==> src/rtl/awp_dispatch.sv <==
// awp_dispatch: CPU-side initiator for AWP floating-point jobs.
// It starts a job with efp/ldstate and holds puf while the job runs.
// Each sr_fp access request is served with one bus cycle, which ends in a got strobe.
// The job ends on ekc_fp, and puf then drops.
// Optional watchdog: define AWP_WATCHDOG_EN to abort jobs that never see ekc_fp.
module awp_dispatch #(
   parameter int TIMEOUT = 1024,
   parameter int CNT_W   = 11
) (
   input  logic clk_sys,
   input  logic rst_,
   input  logic fp_req,
   output logic fp_busy,
   output logic fp_done,
   output logic fp_alarm,
   output logic efp,
   output logic ldstate,
   output logic puf,
   input  logic ekc_fp,
   input  logic sr_fp,
   input  logic read_fp,
   output logic bus_req,
   output logic bus_we,
   input  logic bus_ack,
   input  logic bus_ok,
   output logic ok,
   output logic got
);

   typedef enum logic [2:0] {
      S_IDLE,
      S_START,
      S_RUN,
      S_ACCESS,
      S_RELEASE,
      S_FINISH,
      S_ALARM
   } state_e;

   state_e state_q, state_d;
   logic   ekc_q, ekc_d;
   logic   we_q, we_d;
   logic   got_q, got_d;
   logic   ok_q, ok_d;

   // Elaboration guard: the watchdog counter must be able to represent TIMEOUT
   if (TIMEOUT < 1 || TIMEOUT >= (1 << CNT_W)) begin : g_cfg_check
      $error("awp_dispatch: CNT_W too narrow for TIMEOUT");
   end

`ifdef AWP_WATCHDOG_EN
   logic [CNT_W-1:0] cnt_q, cnt_d;
   logic             expire;

   // Count the cycles spent in the running states; the counter restarts at every job start
   always_comb begin
      cnt_d = '0;
      case (state_q)
         S_RUN, S_ACCESS, S_RELEASE: cnt_d = cnt_q + CNT_W'(1);
         default:                    cnt_d = '0;
      endcase
   end

   assign expire = ((state_q == S_RUN) || (state_q == S_ACCESS) || (state_q == S_RELEASE))
                   && (cnt_q == CNT_W'(TIMEOUT - 1));
`endif

   // State register and side flags; reset forces IDLE so every decoded output drops at once
   always_ff @(posedge clk_sys or negedge rst_) begin
      if (!rst_) begin
         state_q <= S_IDLE;
         ekc_q   <= 1'b0;
         we_q    <= 1'b0;
         got_q   <= 1'b0;
         ok_q    <= 1'b0;
`ifdef AWP_WATCHDOG_EN
         cnt_q   <= '0;
`endif
      end else begin
         state_q <= state_d;
         ekc_q   <= ekc_d;
         we_q    <= we_d;
         got_q   <= got_d;
         ok_q    <= ok_d;
`ifdef AWP_WATCHDOG_EN
         cnt_q   <= cnt_d;
`endif
      end
   end

   // Next-state logic; a sticky ekc flag defers job end until an access has completed
   always_comb begin
      state_d = state_q;
      ekc_d   = ekc_q;
      we_d    = we_q;
      got_d   = 1'b0;
      ok_d    = 1'b0;
      case (state_q)
         S_IDLE: begin
            ekc_d = 1'b0;
            if (fp_req) state_d = S_START;
         end
         S_START: begin
            state_d = S_RUN;
         end
         S_RUN: begin
            ekc_d = ekc_q | ekc_fp;
            if (ekc_q || ekc_fp) begin
               state_d = S_FINISH;
            end else if (sr_fp) begin
               we_d    = ~read_fp;
               state_d = S_ACCESS;
            end
         end
         S_ACCESS: begin
            ekc_d = ekc_q | ekc_fp;
            if (bus_ack) begin
               got_d   = 1'b1;
               ok_d    = bus_ok;
               state_d = S_RELEASE;
            end
         end
         S_RELEASE: begin
            ekc_d = ekc_q | ekc_fp;
            if (!sr_fp) state_d = S_RUN;
         end
         S_FINISH, S_ALARM: begin
            ekc_d   = 1'b0;
            state_d = S_IDLE;
         end
         default: begin
            ekc_d   = 1'b0;
            state_d = S_IDLE;
         end
      endcase
`ifdef AWP_WATCHDOG_EN
      if (expire) begin
         state_d = S_ALARM;
         got_d   = 1'b0;
         ok_d    = 1'b0;
      end
`endif
   end

   // Output decode: every output comes from state or a flop, never from an input
   always_comb begin
      fp_busy  = (state_q != S_IDLE);
      fp_done  = (state_q == S_FINISH);
`ifdef AWP_WATCHDOG_EN
      fp_alarm = (state_q == S_ALARM);
`else
      fp_alarm = 1'b0;
`endif
      efp      = (state_q == S_START);
      ldstate  = (state_q == S_START);
      puf      = (state_q == S_START) || (state_q == S_RUN) ||
                 (state_q == S_ACCESS) || (state_q == S_RELEASE);
      bus_req  = (state_q == S_ACCESS);
      bus_we   = (state_q == S_ACCESS) && we_q;
      got      = got_q;
      ok       = ok_q;
   end

endmodule

==> config.mk <==
export PLATFORM = sky130hd
export DESIGN_NAME = awp_dispatch
export DESIGN_NICKNAME = d
export VERILOG_FILES = /design/src/rtl/awp_dispatch.sv
export SDC_FILE = /design/constraint.sdc
export NUM_CORES = 1
export LEC_CHECK = 0
export ABC_AREA = 1
export CORE_AREA = 4 4 41 43
export DETAILED_ROUTE_END_ITERATION = 16
export DIE_AREA = 0 0 45 47
export PLACE_DENSITY = 0.7
export SETUP_SLACK_MARGIN = 0.2
export SYNTH_ARGS = -nofsm -noshare
export SYNTH_HDL_FRONTEND = slang
export SYNTH_SLANG_ARGS = --single-unit
==> constraint.sdc <==
create_clock -name clk_sys -period 2.4 [get_ports clk_sys]
set_clock_uncertainty 0.05 [all_clocks]
set_input_delay 0.48 -clock clk_sys [delete_from_list [all_inputs] [get_ports clk_sys]]
set_output_delay 0.48 -clock clk_sys [all_outputs]
set_load 0.01 [all_outputs]
==> run metrics <==
highest clock rate 0.4785 GHz; ant diodes 0; Vert. Die Dim 47 um; max_cap viols 0; io pins 18; CTS Hold Bufs 0; CP max FO 6; worst vdd ir ~0.6 mV; die area ~2100 sq um; PortBufs 16; setup TNS 0 ns; Clk Latency, worst-skew pair 0.25 ns; Std-Cell Rows 13; Seq/Total Area, Yosys a little over 40%; Synth Register Bits 7; global-route wire length before repair ~1600 um; Max Root-Sink Buffers 2; synth warn 0; final core occ approximately half; filler cell count between 100 and 150; Synth Area per Inst between 6 and 7 sq um; worst reg-to-reg path cell count 6; CP required about 1.9 ns; DRC viols 0; core area ~1300 sq um; area grow syn2layout 45.95%; # Post-CTS Setup Buffers 0; total number of vias 437; number of global-route vias before repair just over 400; Hold Worst Slack between 0.4 and 0.5 ns; DRT iter0 DRCs 11; clock root cell clkbuf_4; Net Count, Synth 75; final net count 94; leakage power approximately 0.34 nW; DRT Pass-1 Iters 4; H-Tree Depth 1; global route overflow 0; largest net degree at the start of global routing 8; setup violators final 0; clk slew on worst S/H paths approximately 0.05 ns; Routed Antenna Nets 0; layout cells sized above 1 around a tenth; Synth cell types 14; GRT Resource Usage Total approximately 11%; Die W 45 um; clock tree from TritonCTS done; Post-Syn Area roughly 430 sq um; cells after synthesis 67; FF-to-FF setup slack approximately 1.2 ns; DRT Wirelength around 980 um; Final Max Tran Viols 0; Initial Util roughly a third; CP startpoint kind flop; HPWL after detailed placement just under 800 um; worst reg2reg endpoint we_q; Num CTS Buffers 3; fin crit period approximately 2.1 ns; fin crit share 87.07%; Setup CP Type reg2out; Critical Path AT about 1.6 ns; Critical Path End Type output pin; Hold WC Path Type in2async; outcome finished clean; Placed Area about 600 sq um; initial antenna violation count 0; DR vias/cell 4.370; routed length per instance just under 10 um; routability cong. between 0.8 and 0.9; Hold Fails Final Rpt 0; R2R Path Start state_q[2]; RSZ-0062 raised after global routing false; CTS Sinks 7; P per Cell Area approximately 1100 nW/um^2; post-route cell area about 630 sq um
==> power by group <==
| group | switching (mW) | internal, mW | total [mW] |
|---|---|---|---|
| clock | 0.0399 | 0.0632 | 0.103 |
| combinational | 0.191 | 0.169 | 0.360 |
| sequential | 0.0433 | 0.163 | 0.206 |
| total | 0.275 | 0.395 | 0.670 |
==> how the worst max path moves through the flow <==
stage | startpoint | endpoint | slack, ns | depth (start not counted)
floorplan | state_q[0] | bus_we | 0.95 | 4
global placement | state_q[2] | puf | 0.48 | 6
detailed placement | state_q[2] | puf | 0.47 | 6
global route | state_q[2] | ldstate | 0.22 | 4
finish | state_q[1] | ldstate | 0.31 | 4
CTS | state_q[1] | puf | 0.20 | 6
==> per-layer routing <==
metal  vias to the layer above  GRT usage (%)  wire [um]
met4                         0          5.263         12
li1                        236              -          -
met5                         -              0          0
met2                        11          16.95        442
met1                       188          12.73        464
met3                         2          6.130         60
==> layout make-up <==
cell class	count	area, sq um	area share (%)
Sequential cell	7	178.9	28.32
Multi-Input combinational cell	46	197.7	31.29
Inverter	12	45.04	7.129
Timing Repair Buffer	16	165.2	26.14
Clock buffer	4	26.28	4.158
Tap cell	15	18.77	2.970
==> placed cells by master (no fill, tap or decap), drive strengths merged <==
master	count
nor2	13
o21ai	4
inv	12
conb	1
a21oi	2
nand3b	1
nand2	18
clkdlybuf4s50	14
dfrtp	7
clkbuf	4
nand3	6
dlymetal6s2s	2
nor3	1
==> registers in the layout, summed over array words and instances (netlist names) <==
name and cells:
state_q 3, ekc_q 1, got 1, ok 1
we_q 1
==> synth_stat cells <==
cell      count  area, sq um
a21oi_1       2        10.01
buf_4         2        15.01
conb_1        1        3.750
dfrtp_1       7        175.2
inv_1        12        45.04
nand2_1      17        63.81
nand2_2       1        6.260
nand3_1       6        30.03
nand3b_1      1        7.510
nor2_1       12        45.04
nor2_2        1        6.260
nor3_1        1        5.000
o21ai_0       2        10.01
o21ai_1       2        10.01
==> critical path, stage by stage (launching register included) <==
cell and delay [ns]:
dfrtp_2 0.43, inv_1 0.12, nand3_1 0.14, inv_1 0.09, clkdlybuf4s50_1 0.53
==> metrics by stage <==
stage	total power [mW]	std cells	setup slack, ns
2_1_floorplan	0.4173	67	0.9545
3_3_place_gp	0.5650	96	0.4789
3_5_place_dp	0.5678	96	0.4706
4_1_cts	0.6789	100	0.2002
5_1_grt	0.7402	100	0.2194
6_report	0.6696	100	0.3103
==> repair_timing <==
action                                  4_1_cts  5_1_grt
endpoints found under the setup margin        1        3
gates resized for setup                       1        4
gates cloned                                  0        0
==> kinds of logic after synthesis <==
group	count (synthesis)	synth area share, %
AO/OA/AOI/OAI	6	6.937
buffers and inverters	14	13.87
flip-flops	7	40.46
other	1	0.8662
AND/OR/NAND/NOR	39	37.86
Power figures use the tool's default switching activity.
